`src/rtl/mc_pkg.sv`:
```
// Shared encodings for the multi-cycle control unit: opcodes, FSM states and
// datapath mux/ALU selects.
package mc_pkg;

    localparam logic [2:0] OpLw  = 3'd0;
    localparam logic [2:0] OpSw  = 3'd1;
    localparam logic [2:0] OpBeq = 3'd2;
    localparam logic [2:0] OpBlt = 3'd3;
    localparam logic [2:0] OpAdd = 3'd4;
    localparam logic [2:0] OpSub = 3'd5;
    localparam logic [2:0] OpAnd = 3'd6;
    localparam logic [2:0] OpOr  = 3'd7;

    typedef enum logic [3:0] {
        StIdle     = 4'd0,
        StFetch    = 4'd1,
        StDecode   = 4'd2,
        StMemAddr  = 4'd3,
        StMemRead  = 4'd4,
        StMemWb    = 4'd5,
        StMemWrite = 4'd6,
        StExecute  = 4'd7,
        StAluWb    = 4'd8,
        StBranch   = 4'd9
    } mc_state_e;

    localparam logic [2:0] AluAdd = 3'b000;
    localparam logic [2:0] AluSub = 3'b001;
    localparam logic [2:0] AluAnd = 3'b010;
    localparam logic [2:0] AluOr  = 3'b011;

    localparam logic [1:0] SrcBReg = 2'b00;
    localparam logic [1:0] SrcBOne = 2'b01;
    localparam logic [1:0] SrcBImm = 2'b10;

    typedef struct packed {
        logic       ir_write;
        logic       pc_write_en;
        logic       pc_source;
        logic       i_or_d;
        logic       mem_read;
        logic       mem_write;
        logic       reg_write;
        logic       reg_dst;
        logic       mem_to_reg;
        logic       alu_src_a;
        logic [1:0] alu_src_b;
        logic [2:0] alu_op;
        logic       instr_done;
    } mc_ctrl_t;

    // ALU-class opcodes (ADD..OR) map onto alu_op by their low two bits.
    function automatic logic [2:0] alu_op_of(input logic [1:0] op_low);
        return {1'b0, op_low};
    endfunction

endpackage

```
`src/rtl/multicycle_control_if.sv`:
```
// Control-unit boundary: decoder/ALU status in, datapath controls and
// performance counters out.
interface multicycle_control_if #(
    parameter int unsigned CNT_WIDTH = 32
);
    logic                 enable;
    logic [2:0]           opcode;
    logic                 mem_ready;
    logic                 alu_zero;
    logic                 alu_neg;

    logic                 ir_write;
    logic                 pc_write_en;
    logic                 pc_source;
    logic                 i_or_d;
    logic                 mem_read;
    logic                 mem_write;
    logic                 reg_write;
    logic                 reg_dst;
    logic                 mem_to_reg;
    logic                 alu_src_a;
    logic [1:0]           alu_src_b;
    logic [2:0]           alu_op;
    logic                 instr_done;
    logic [3:0]           state;
    logic [CNT_WIDTH-1:0] cycle_count;
    logic [CNT_WIDTH-1:0] instr_count;

    modport slave (
        input  enable, opcode, mem_ready, alu_zero, alu_neg,
        output ir_write, pc_write_en, pc_source, i_or_d, mem_read, mem_write,
        output reg_write, reg_dst, mem_to_reg, alu_src_a, alu_src_b, alu_op,
        output instr_done, state, cycle_count, instr_count
    );

    modport master (
        output enable, opcode, mem_ready, alu_zero, alu_neg,
        input  ir_write, pc_write_en, pc_source, i_or_d, mem_read, mem_write,
        input  reg_write, reg_dst, mem_to_reg, alu_src_a, alu_src_b, alu_op,
        input  instr_done, state, cycle_count, instr_count
    );

endinterface

```
`src/rtl/perf_counter.sv`:
```
// Free-running wrap-around event counter with asynchronous active-high reset.
module perf_counter #(
    parameter int unsigned CNT_WIDTH = 32
) (
    input  logic                 clk,
    input  logic                 rst,
    input  logic                 inc,
    output logic [CNT_WIDTH-1:0] count
);

    logic [CNT_WIDTH-1:0] count_q, count_d;

    always_comb begin
        count_d = count_q;
        if (inc) begin
            count_d = count_q + CNT_WIDTH'(1);
        end
    end

    always_ff @(posedge clk or posedge rst) begin
        if (rst) begin
            count_q <= '0;
        end else begin
            count_q <= count_d;
        end
    end

    assign count = count_q;

endmodule

```
`src/rtl/multicycle_control.sv`:
```
// Multi-cycle processor control FSM: sequences fetch/decode/execute/memory/
// writeback and drives every datapath enable and mux select.
module multicycle_control
    import mc_pkg::*;
#(
    parameter int unsigned CNT_WIDTH = 32
) (
    input logic                   clk,
    input logic                   rst,
    multicycle_control_if.slave   bus
);

    mc_state_e  state_q, state_d;
    logic [2:0] op_q;
    mc_ctrl_t   ctrl;
    logic       cycle_inc;

    always_ff @(posedge clk or posedge rst) begin
        if (rst) begin
            state_q <= StIdle;
        end else begin
            state_q <= state_d;
        end
    end

    // Opcode is latched in DECODE so EXECUTE/BRANCH never look at the live IR.
    always_ff @(posedge clk or posedge rst) begin
        if (rst) begin
            op_q <= OpLw;
        end else if (state_q == StDecode) begin
            op_q <= bus.opcode;
        end
    end

    always_comb begin
        state_d = state_q;
        unique case (state_q)
            StIdle: begin
                if (bus.enable) begin
                    state_d = StFetch;
                end
            end
            StFetch: begin
                if (bus.mem_ready) begin
                    state_d = StDecode;
                end
            end
            StDecode: begin
                unique case (bus.opcode)
                    OpLw, OpSw:               state_d = StMemAddr;
                    OpBeq, OpBlt:             state_d = StBranch;
                    OpAdd, OpSub, OpAnd, OpOr: state_d = StExecute;
                    default:                  state_d = StIdle;
                endcase
            end
            StMemAddr: begin
                state_d = (bus.opcode == OpSw) ? StMemWrite : StMemRead;
            end
            StMemRead: begin
                if (bus.mem_ready) begin
                    state_d = StMemWb;
                end
            end
            StMemWrite: begin
                if (bus.mem_ready) begin
                    state_d = bus.enable ? StFetch : StIdle;
                end
            end
            StExecute: begin
                state_d = StAluWb;
            end
            StMemWb, StAluWb, StBranch: begin
                state_d = bus.enable ? StFetch : StIdle;
            end
            default: begin
                state_d = StIdle;
            end
        endcase
    end

    always_comb begin
        ctrl = '0;
        unique case (state_q)
            StFetch: begin
                ctrl.mem_read    = 1'b1;
                ctrl.i_or_d      = 1'b0;
                ctrl.alu_src_a   = 1'b0;
                ctrl.alu_src_b   = SrcBOne;
                ctrl.alu_op      = AluAdd;
                ctrl.ir_write    = bus.mem_ready;
                ctrl.pc_write_en = bus.mem_ready;
                ctrl.pc_source   = 1'b0;
            end
            StDecode: begin
                ctrl.alu_src_a = 1'b0;
                ctrl.alu_src_b = SrcBImm;
                ctrl.alu_op    = AluAdd;
            end
            StMemAddr: begin
                ctrl.alu_src_a = 1'b1;
                ctrl.alu_src_b = SrcBImm;
                ctrl.alu_op    = AluAdd;
            end
            StMemRead: begin
                ctrl.mem_read = 1'b1;
                ctrl.i_or_d   = 1'b1;
            end
            StMemWb: begin
                ctrl.reg_write  = 1'b1;
                ctrl.reg_dst    = 1'b0;
                ctrl.mem_to_reg = 1'b1;
                ctrl.instr_done = 1'b1;
            end
            StMemWrite: begin
                ctrl.mem_write  = 1'b1;
                ctrl.i_or_d     = 1'b1;
                ctrl.instr_done = bus.mem_ready;
            end
            StExecute: begin
                ctrl.alu_src_a = 1'b1;
                ctrl.alu_src_b = SrcBReg;
                ctrl.alu_op    = alu_op_of(op_q[1:0]);
            end
            StAluWb: begin
                ctrl.reg_write  = 1'b1;
                ctrl.reg_dst    = 1'b1;
                ctrl.mem_to_reg = 1'b0;
                ctrl.instr_done = 1'b1;
            end
            StBranch: begin
                ctrl.alu_src_a   = 1'b1;
                ctrl.alu_src_b   = SrcBReg;
                ctrl.alu_op      = AluSub;
                ctrl.pc_source   = 1'b1;
                ctrl.pc_write_en = (op_q == OpBeq) ? bus.alu_zero : bus.alu_neg;
                ctrl.instr_done  = 1'b1;
            end
            default: begin
                ctrl = '0;
            end
        endcase
    end

    assign bus.ir_write    = ctrl.ir_write;
    assign bus.pc_write_en = ctrl.pc_write_en;
    assign bus.pc_source   = ctrl.pc_source;
    assign bus.i_or_d      = ctrl.i_or_d;
    assign bus.mem_read    = ctrl.mem_read;
    assign bus.mem_write   = ctrl.mem_write;
    assign bus.reg_write   = ctrl.reg_write;
    assign bus.reg_dst     = ctrl.reg_dst;
    assign bus.mem_to_reg  = ctrl.mem_to_reg;
    assign bus.alu_src_a   = ctrl.alu_src_a;
    assign bus.alu_src_b   = ctrl.alu_src_b;
    assign bus.alu_op      = ctrl.alu_op;
    assign bus.instr_done  = ctrl.instr_done;
    assign bus.state       = state_q;

    assign cycle_inc = (state_q != StIdle);

    perf_counter #(
        .CNT_WIDTH(CNT_WIDTH)
    ) u_cycle_cnt (
        .clk  (clk),
        .rst  (rst),
        .inc  (cycle_inc),
        .count(bus.cycle_count)
    );

    perf_counter #(
        .CNT_WIDTH(CNT_WIDTH)
    ) u_instr_cnt (
        .clk  (clk),
        .rst  (rst),
        .inc  (ctrl.instr_done),
        .count(bus.instr_count)
    );

endmodule

```
`src/flat_wrapper.sv`:
```
// flat-port wrapper written by rule: the top's interface ports become plain ports
module multicycle_control_flat import mc_pkg::*;
#(
    parameter int unsigned CNT_WIDTH = 32
)
  (clk, rst, bus_enable, bus_opcode, bus_mem_ready, bus_alu_zero, bus_alu_neg, bus_ir_write, bus_pc_write_en, bus_pc_source, bus_i_or_d, bus_mem_read, bus_mem_write, bus_reg_write, bus_reg_dst, bus_mem_to_reg, bus_alu_src_a, bus_alu_src_b, bus_alu_op, bus_instr_done, bus_state, bus_cycle_count, bus_instr_count);
  multicycle_control_if #(.CNT_WIDTH(CNT_WIDTH)) bus_i ();
  input logic clk;
  input logic rst;
  input wire logic [$bits(bus_i.enable)-1:0] bus_enable;
  input wire logic [$bits(bus_i.opcode)-1:0] bus_opcode;
  input wire logic [$bits(bus_i.mem_ready)-1:0] bus_mem_ready;
  input wire logic [$bits(bus_i.alu_zero)-1:0] bus_alu_zero;
  input wire logic [$bits(bus_i.alu_neg)-1:0] bus_alu_neg;
  output wire logic [$bits(bus_i.ir_write)-1:0] bus_ir_write;
  output wire logic [$bits(bus_i.pc_write_en)-1:0] bus_pc_write_en;
  output wire logic [$bits(bus_i.pc_source)-1:0] bus_pc_source;
  output wire logic [$bits(bus_i.i_or_d)-1:0] bus_i_or_d;
  output wire logic [$bits(bus_i.mem_read)-1:0] bus_mem_read;
  output wire logic [$bits(bus_i.mem_write)-1:0] bus_mem_write;
  output wire logic [$bits(bus_i.reg_write)-1:0] bus_reg_write;
  output wire logic [$bits(bus_i.reg_dst)-1:0] bus_reg_dst;
  output wire logic [$bits(bus_i.mem_to_reg)-1:0] bus_mem_to_reg;
  output wire logic [$bits(bus_i.alu_src_a)-1:0] bus_alu_src_a;
  output wire logic [$bits(bus_i.alu_src_b)-1:0] bus_alu_src_b;
  output wire logic [$bits(bus_i.alu_op)-1:0] bus_alu_op;
  output wire logic [$bits(bus_i.instr_done)-1:0] bus_instr_done;
  output wire logic [$bits(bus_i.state)-1:0] bus_state;
  output wire logic [$bits(bus_i.cycle_count)-1:0] bus_cycle_count;
  output wire logic [$bits(bus_i.instr_count)-1:0] bus_instr_count;
  assign bus_i.enable = bus_enable;
  assign bus_i.opcode = bus_opcode;
  assign bus_i.mem_ready = bus_mem_ready;
  assign bus_i.alu_zero = bus_alu_zero;
  assign bus_i.alu_neg = bus_alu_neg;
  assign bus_ir_write = bus_i.ir_write;
  assign bus_pc_write_en = bus_i.pc_write_en;
  assign bus_pc_source = bus_i.pc_source;
  assign bus_i_or_d = bus_i.i_or_d;
  assign bus_mem_read = bus_i.mem_read;
  assign bus_mem_write = bus_i.mem_write;
  assign bus_reg_write = bus_i.reg_write;
  assign bus_reg_dst = bus_i.reg_dst;
  assign bus_mem_to_reg = bus_i.mem_to_reg;
  assign bus_alu_src_a = bus_i.alu_src_a;
  assign bus_alu_src_b = bus_i.alu_src_b;
  assign bus_alu_op = bus_i.alu_op;
  assign bus_instr_done = bus_i.instr_done;
  assign bus_state = bus_i.state;
  assign bus_cycle_count = bus_i.cycle_count;
  assign bus_instr_count = bus_i.instr_count;
  multicycle_control #(.CNT_WIDTH(CNT_WIDTH)) u_core (.clk(clk), .rst(rst), .bus(bus_i));
endmodule
```
`config.mk`:
```
export PLATFORM = sky130hd
export DESIGN_NAME = multicycle_control_flat
export DESIGN_NICKNAME = d
export VERILOG_FILES = /design/src/rtl/mc_pkg.sv /design/src/rtl/multicycle_control_if.sv /design/src/rtl/perf_counter.sv /design/src/rtl/multicycle_control.sv /design/src/flat_wrapper.sv
export SDC_FILE = /design/constraint.sdc
export NUM_CORES = 1
export LEC_CHECK = 0
export ABC_AREA = 1
export BUFFER_PORTS_ARGS = -buffer_cell sky130_fd_sc_hd__buf_2
export CAP_MARGIN = 20
export CORE_MARGIN = 2
export CORE_UTILIZATION = 30
export DETAILED_ROUTE_END_ITERATION = 8
export PLACE_DENSITY = 0.54
export SYNTH_ARGS = -nofsm -noshare
export SYNTH_HDL_FRONTEND = slang
export SYNTH_SLANG_ARGS = --single-unit
```
`constraint.sdc`:
```
create_clock -name clk -period 2.24 [get_ports clk]
set_input_delay 0 -clock clk [delete_from_list [all_inputs] [get_ports clk]]
set_output_delay 0 -clock clk [all_outputs]
set_load 0.01 [all_outputs]
```
* After elaboration in Yosys (flattened, before gate mapping)
Memory sizes are Yosys's and may differ from the RTL's. Cells that the tools add are included.
Word-level totals: word-level logic and storage cells 44, memories kept 1, flip-flop bits (word level) 71, memory bits (read-only) 24
Cells by class: reduce and logical (&&, ||, !) cells 6, add/sub/neg operators 2, equal/unequal tests 15, multiplexer cells 16
Memories:
- (name not given) | words 8, width 3, rd ports 1, clocked after Yosys merged registers in 0, write ports 0, line multicycle_control.sv:49 | unique case (bus.opcode)
Operators by type and width (number):
- $add 32x1->32 const B | 2
- $pmux 4 s8 | 1
- $pmux 6 s5 | 1
- $eq 4x3->1 const B | 4
- $mux 4 | 4
- $eq 4x2->1 const B | 2
- $eq 4x4->1 const B | 2
- $ne 2x2->1 const B | 4
- $mux 1 | 6
- $pmux 3 s2 | 1
- $eq 4x1->1 const B | 1
- $logic_not 4->1 | 1
- $pmux 2 s2 | 1
- $reduce_and 4->1 | 1
- $reduce_bool 4->1 | 1
- $reduce_or 2->1 | 2
- $eq 3x1->1 const B | 1
- $eq 3x2->1 const B | 1
- $reduce_or 3->1 | 1
- $mux 2 | 1
- $pmux 1 s2 | 1

* Longest topological paths before layout
Gate-level depths: netlist of the first run.
depth after elaboration 3, depth in mapped cells 11, mapped depth without buffers 10

* Cells and area by module
A second synthesis of the first run with hierarchy kept.
Unflattened totals: cells, all modules 504, area total of the unflattened synthesis 4008.8 um^2
By module, submodules not included:
- perf_counter | cells each 207, seq. area each 800.8 um^2, times used 2, area each 1730.4 um^2
- multicycle_control | cells each 90, seq. area each 175.2 um^2, times used 1, area each 548.0 um^2

* Worst setup path after synthesis of the first run
OpenSTA, ideal clock, no wires.
path type flip-flop to flip-flop, start register u_core.u_instr_cnt.count_q[0], in the netlist u_core.u_instr_cnt.count[0], end register u_core.u_instr_cnt.count_q[24], in the netlist u_core.u_instr_cnt.count[24], path slack 0.636 ns, arrival 1.487 ns, setup time 0.117 ns, cell stages (with the launch flop) 9, buffers on the path 0, cell sequence dfrtp_1 -> ha_1 -> nand2_1 -> nor2_1 -> nand3_1 -> nor2_1 -> nand3_1 -> nand2_1 -> nand2_1
On the way: word-level cells in the longest chain between the ends 1
RTL lines:
- start: declaration | line perf_counter.sv:11 | logic [CNT_WIDTH-1:0] count_q, count_d;
- start signal: assignment | line perf_counter.sv:24 | count_q <= count_d;
- $add 32x1->32 | line perf_counter.sv:16 | count_d = count_q + CNT_WIDTH'(1);
Every way passes these cells. A chain may end at the register's enable or synchronous reset.

* Worst setup path after layout of the first run
start register u_core.state_q[0], in the netlist u_core.bus.state[0], end output port bus_instr_done
On the way: word-level cells in the longest chain between the ends 3, elaborated cells on any way between the ends 6, those cells by class eq/ne: 4; mux: 1; reduce/logical: 1
RTL lines:
- start: declaration | line multicycle_control.sv:13 | mc_state_e state_q, state_d;
- start signal: assignment | line multicycle_control.sv:20 | state_q <= StIdle;
- start signal: assignment | line multicycle_control.sv:22 | state_q <= state_d;
- $eq 4x3->1 or $eq 4x4->1 (tied branches) | line multicycle_control.sv:83 | unique case (state_q)
- $reduce_or 3->1 (no source line)
- $pmux 1 s2 (*) | line multicycle_control.sv:83
- end: declaration | line flat_wrapper.sv:27 | output wire logic [$bits(bus_i.instr_done)-1:0] bus_instr_done;
Every way passes the cells marked *; elsewhere a longest branch is shown, timed or not.

==> impl_metrics.py, run 1 <==
metrics = {
    "timing": {
        "worstMarginPinSlew_ns": 0.618,
        "hold_viol_final": 0,
        "fin_tns_setup_ns": 0,
        "skew_ns": 0.00480,
        "setup_viol": 0,
        "fin_crit_sh_pct": 87.4,
        "fin_crit_ns": 1.96,
        "slew-limit-headroom_pct": 58.5,
        "slew_violations": 0,
        "rsz0062_at_grt": "false",
        "max_freq_mhz": 511,
    },
    "drt": {
        "via_per_inst": 4.65,
        "ant_nets": 0,
        "via_count": 4145,
        "routed_wl_microns": 11000,
        "firstDrtPassIters": 6,
        "drt_iter0_markers": 193,
        "drcViolationCount": 0,
        "wl_per_cell_microns": 12.3,
    },
    "placement": {
        "dpl_cell_area_sq_um": 4880,
        "place_hpwl_microns": 8270,
        "dp.cells": 871,
        "globalplace.congestion": 0.876,
        "numPortBuffers": 91,
    },
    "synthesis": {
        "synth_area_sq_um": 4230,
        "ys_types": 26,
        "syn-num-nets": 617,
        "syn_avg_cell_area_sq_um": 6.97,
        "synth_edf_count": 0,
        "ys.flop_type": "dfrtp_1",
        "syn-instance-count": 606,
        "async_reset_ff_share_pct": 100,
        "yosys_warnings": 0,
        "seq_area_frac_synth_pct": 42.0,
        "synth-seq-cells": 71,
    },
    "die": {
        "row_count": 43,
        "core-area_sq_um": 13800,
        "io_pins": 93,
        "design.die.area_sq_um": 15100,
        "die_w_microns": 123,
        "die_y_microns": 123,
        "initial_core_util_pct": 30.6,
    },
    "power": {
        "p_per_area_nw_per_um2": 805,
        "post-layout-total-power_w": 0.00419,
        "peakVddDrop_v": 0.000654,
        "p_leak_nw": 2.66,
    },
    "cts": {
        "htree_levels": 3,
        "path_clk_slew_ns": 0.06,
        "cts_tree": "yes",
        "cts.sinks": 71,
        "clock_path_buffers": 2,
        "cts_made_buffers": 9,
        "cts_setup_buffers": 0,
        "ctsResizeCount": 0,
        "clkLatencyLatePin_ns": 0.34,
        "cts_root_buf": "clkbuf_16",
    },
    "global_route": {
        "antenna_found_initial": 0,
        "grt_max_degree": 32,
        "track_usage_pct": 15.5,
        "grt_pass1_wl_microns": 18600,
        "first_global_vias": 3980,
        "overflow": 0,
    },
    "worst_hold_path": {
        "hp-class": "primary input to async pin",
    },
    "worst_setup_path": {
        "start_kind": "flop",
        "worst-setup-path-type": "flop to output port",
        "required_ns": 2.24,
        "crit_path_max_fanout": 31,
        "end_kind": "output port",
        "cp.arrival_ns": 1.96,
    },
    "final_layout": {
        "final_cells": 892,
        "nets": 719,
        "stdcell_area_sq_um": 5200,
        "n_fill_cell": 1458,
        "areaGrowthSynthToFinish_pct": 23.1,
        "diodes": 0,
        "layout-drive-gt1-share_pct": 18.1,
    },
    "run_status": {
        "status": "complete, no violations",
    },
    "job": {
        "max_cap_viol_count": 0,
    },
}
[power by group]
| part | total (W) | switching [W] | internal [W] |
|---|---|---|---|
| clock | 0.00130 | 0.000539 | 0.000762 |
| sequential | 0.00166 | 0.000204 | 0.00145 |
| combinational | 0.00123 | 0.000792 | 0.000439 |
[final cells by class]
type / count / area (sq um) / area share [%]
multi-input combinational: 449 / 2090 / 40.3
sequential: 71 / 1780 / 34.1
timing repair buffer: 101 / 558 / 10.7
inverter: 76 / 285 / 5.48
clock buffer: 10 / 239 / 4.59
tap: 180 / 225 / 4.33
clock inverter: 5 / 25.0 / 0.481
[cells in the mapped netlist, types with 3 or more instances]
cell | number | share of area [%]
nand2_1 | 219 | 19
nor2_1 | 77 | 6.8
inv_1 | 73 | 6.5
dfrtp_1 | 71 | 42
nand3_1 | 38 | 4.5
nand4_1 | 23 | 3.4
xor2_1 | 20 | 4.1
o21ai_0 | 16 | 1.9
nor3_1 | 12 | 1.4
buf_4 | 8 | 1.4
nand3b_1 | 8 | 1.4
o21ai_1 | 7 | 0.83
xnor2_1 | 7 | 1.5
nor2_2 | 5 | 0.74
inv_2 | 3 | 0.27
nand2_2 | 3 | 0.44
nor2_4 | 3 | 0.80
[metrics by stage]
| step | utilization, % | hold WS [ns] | setup WS, ns |
|---|---|---|---|
| after floorplan | - | 0.121 | 0.443 |
| after CTS | 37.6 | 0.262 | 0.263 |
| final | 37.6 | 0.265 | 0.283 |
| after detailed placement | 35.3 | 0.0838 | 0.420 |
| after global routing | 37.6 | 0.300 | 0.0730 |
| after global placement | 35.3 | 0.0874 | 0.456 |
[cells in the final DEF, fill, tap and decap left out]
master         synthesis  layout
a21oi_1                2       2
buf_12                 0       1
buf_2                  2      91
buf_4                  8       3
clkbuf_16              0       9
clkbuf_8               0       1
clkinv_2               0       5
conb_1                 1       1
dfrtp_1               71      71
dlygate4sd3_1          0       6
ha_1                   2       2
inv_1                 73      72
inv_2                  3       4
nand2_1              219     219
nand2_2                3       3
nand2_4                1       1
nand3_1               38      38
nand3_2                2       2
nand3b_1               8       8
nand4_1               23      23
nor2_1                77      77
nor2_2                 5       5
nor2_4                 3       3
nor3_1                12      12
nor3_2                 1       1
o21ai_0               16      16
o21ai_1                7       7
o21bai_1               1       1
o22ai_1                1       1
xnor2_1                7       7
xor2_1                20      20
[routing by layer]
| metal | vias to the layer above | global-route usage [%] | share of wire [%] |
|---|---|---|---|
| li1 | 2096 | - | - |
| met1 | 1933 | 19.5 | 46 |
| met2 | 104 | 25.7 | 47 |
| met3 | 12 | 5.25 | 5.9 |
| met4 | 0 | 3.81 | 1.0 |
| met5 | - | 0 | 0 |
[logic make-up (layout without fill, tap and decap cells)]
family,after synthesis,in the layout,synth area share [%]
adders and majority gates,2,2,0.592
DFF,71,71,42.0
xor gates and xnor gates,27,27,5.60
other,1,1,0.0887
AOI/OAI and AO/OA,27,27,3.29
and+or+nand+nor,392,392,40.0
buffers and inverters,86,192,8.41
[critical path, stage by stage, from the launching register on]
cell and delay [ns]:
dfrtp_1 0.54, inv_1 0.07, nor2_1 0.14, nand2_1 0.10, nand2_2 0.11, nor2_2 0.05, nand2_4 0.22, buf_12 0.22
buf_2 0.15
[path summary, 6_finish.rpt]
check                      slack (ns)                                  endpoint  depth (start not counted)                                     start
setup / recovery                 0.28                            bus_instr_done                          8           u_core.bus.state[0]$_DFFE_PP0P_
hold / removal                   0.26  u_core.u_cycle_cnt.count[12]$_DFFE_PP0N_                          3                                       rst
setup reg to reg                 0.43  u_core.u_cycle_cnt.count[20]$_DFFE_PP0N_                          8   u_core.u_cycle_cnt.count[0]$_DFFE_PP0N_
hold reg to reg                  0.50  u_core.u_instr_cnt.count[31]$_DFFE_PP0P_                          2  u_core.u_instr_cnt.count[31]$_DFFE_PP0P_
max in group asynchronous        1.22   u_core.u_instr_cnt.count[8]$_DFFE_PP0P_                          4                                       rst
min in group clk                 0.37                           bus_pc_write_en                          4                              bus_alu_zero
[flip-flops by register name, indices dropped and copies added, names as in the netlist]
| name | count |
|---|---|
| u_core.op_q | 3 |
| u_core.bus.state | 4 |
| u_core.u_instr_cnt.count | 32 |
| u_core.u_cycle_cnt.count | 32 |
[what timing repair did]
action	in CTS	in global routing
hold endpoints to repair	28	0
setup endpoints to repair	0	0
hold buffers	6	0
No activity file was read; power rests on OpenSTA's default activity.
==> inputs of run 2 (changes only) <==
--- a/config.mk
+++ b/config.mk
@@ -9,9 +9,9 @@
 export BUFFER_PORTS_ARGS = -buffer_cell sky130_fd_sc_hd__buf_2
 export CAP_MARGIN = 20
 export CORE_MARGIN = 2
-export CORE_UTILIZATION = 30
+export CORE_UTILIZATION = 55
 export DETAILED_ROUTE_END_ITERATION = 8
-export PLACE_DENSITY = 0.54
+export PLACE_DENSITY = 0.86
 export SYNTH_ARGS = -nofsm -noshare
 export SYNTH_HDL_FRONTEND = slang
 export SYNTH_SLANG_ARGS = --single-unit
==> run 2 against run 1 <==
Against the previous run:
- clock skew up 0.0044 ns
- utilization rose by 31 points
- global-route usage increased by 10 points
- critical path type unchanged
- highest routed layer unchanged
- design area is 3.9% lower
- first-iteration DRC count decreased by 6.2%
- critical endpoint unchanged
- clock-buffer cell count up 3
- flip-flop and latch count stayed put
- worst hold slack lost 0.25 ns
- critical path depth is the same
==> impl_metrics.py, run 2 (synthesis gave the netlist of run 1 again) <==
metrics = {
    "run_status": {
        "status": "complete, no violations",
    },
    "worst_hold_path": {
        "hp-start": "bus_mem_ready",
        "hp-class": "primary input to flop",
    },
    "final_layout": {
        "final_cells": 807,
        "diodes": 0,
        "final_cell_mix": "219 x nand2_1, 91 x buf_2, 77 x nor2_1",
        "layout-drive-gt1-share_pct": 17.9,
        "areaGrowthSynthToFinish_pct": 18.4,
        "fin_util_pct": 68.2,
        "nets": 714,
        "n_fill_cell": 614,
        "layout_commonest_cell": "nand2_1",
    },
    "timing": {
        "slew-limit-headroom_pct": 52.9,
        "worstMarginPinSlew_ns": 0.706,
        "fin_crit_sh_pct": 91.8,
        "rsz0062_at_grt": "false",
        "max_freq_mhz": 486,
        "slew_violations": 0,
        "fin_tns_setup_ns": 0,
        "skew_ns": 0.00923,
        "setup_viol": 0,
        "hold_viol_final": 0,
        "fin_crit_ns": 2.06,
    },
    "job": {
        "max_cap_viol_count": 0,
    },
    "cts": {
        "cts.sinks": 71,
        "cts_setup_buffers": 0,
        "cts_hold_buf": 3,
        "clock_path_buffers": 2,
        "clkLatencyLatePin_ns": 0.35,
        "cts_made_buffers": 9,
        "htree_levels": 3,
        "cts_tree": "yes",
        "cts_root_buf": "clkbuf_8",
        "path_clk_slew_ns": 0.06,
        "ctsResizeCount": 0,
    },
    "die": {
        "die_w_microns": 91.7,
        "initial_core_util_pct": 57.7,
        "io_pins": 93,
        "core-area_sq_um": 7330,
        "row_count": 31,
        "design.die.area_sq_um": 8400,
        "die_y_microns": 91.7,
    },
    "worst_setup_path": {
        "start_kind": "flop",
        "crit_path_max_fanout": 34,
        "end_kind": "output port",
        "cp.arrival_ns": 2.06,
        "timing.rr.start": "u_core.u_instr_cnt.count[0]$_DFFE_PP0P_",
        "worst-setup-path-type": "flop to output port",
        "required_ns": 2.24,
        "crit_start": "u_core.bus.state[0]$_DFFE_PP0P_",
    },
    "drt": {
        "ant_nets": 0,
        "drt_iter0_markers": 181,
        "via_count": 4212,
        "via_per_inst": 5.22,
        "drcViolationCount": 0,
        "routed_wl_microns": 10100,
        "firstDrtPassIters": 5,
        "wl_per_cell_microns": 12.5,
    },
    "global_route": {
        "first_global_vias": 4064,
        "overflow": 0,
        "track_usage_pct": 25.8,
        "antenna_found_initial": 0,
        "grt_pass1_wl_microns": 17800,
        "grt_max_degree": 40,
    },
    "placement": {
        "place_hpwl_microns": 7580,
        "globalplace.congestion": 0.896,
        "dp.cells": 788,
        "numPortBuffers": 91,
    },
    "power": {
        "p_leak_nw": 2.62,
        "peakVddDrop_v": 0.000673,
        "p_per_area_nw_per_um2": 785,
    },
}
-- run 2: path summary, 6_finish.rpt --
check | to | slack [ns] | cells after the start
worst max-delay path | bus_instr_done | 0.18 | 8
worst max register to register | u_core.u_instr_cnt.count[30]$_DFFE_PP0P_ | 0.38 | 8
worst min-delay path | u_core.bus.state[0]$_DFFE_PP0P_ | 0.02 | 4
max in group asynchronous | u_core.u_cycle_cnt.count[6]$_DFFE_PP0N_ | 1.27 | 4
worst min register to register | u_core.u_cycle_cnt.count[31]$_DFFE_PP0N_ | 0.49 | 2
min in group asynchronous | u_core.u_instr_cnt.count[0]$_DFFE_PP0P_ | 0.31 | 3
-- run 2: area by class of cell --
cell class                 count  area, sq um  share of cell area, %
tap                           99          124                   2.48
clock buffer                  13          169                   3.38
inverter                      76          285                   5.70
clock inverter                 3         40.0                  0.800
sequential                    71         1780                   35.5
timing repair buffer          96          513                   10.3
multi-input combinational    449         2090                   41.9
-- run 2: metrics by stage --
stage / power [W] / cell area (sq um) / hold WS (ns) / setup slack [ns]
finish: 0.00392 / 5000 / 0.0182 / 0.183
global placement: 0.00281 / 4760 / 0.150 / 0.503
detailed placement: 0.00285 / 4760 / 0.153 / 0.370
floorplan: 0.00249 / 4230 / 0.121 / 0.443
global route: 0.00417 / 5000 / 0.0448 / 0.00561
CTS: 0.00394 / 5000 / 0.00786 / 0.182
-- run 2: metal layers --
metal / track usage (%) / vias up / share of wire (%)
li1: - / 2089 / -
met5: 0 / - / 0
met2: 44.4 / 134 / 49
met3: 4.35 / 24 / 6.5
met1: 31.8 / 1965 / 42
met4: 11.1 / 0 / 2.3
-- run 2: power by group --
group / switching (W) / leakage [nW] / internal [W] / total, W
clock: 0.000462 / 0.109 / 0.000602 / 0.00106
combinational: 0.000801 / 1.54 / 0.000407 / 0.00121
sequential: 0.000203 / 0.964 / 0.00145 / 0.00165
total: 0.00147 / 2.62 / 0.00246 / 0.00392
-- run 2: worst max-delay path: stages (launching register included) --
cell and delay [ns]:
dfrtp_1 0.52, inv_1 0.09, nor2_1 0.13, nand2_1 0.09, nand2_2 0.09, nor2_2 0.05, nand2_4 0.27, buf_4 0.29
buf_2 0.16
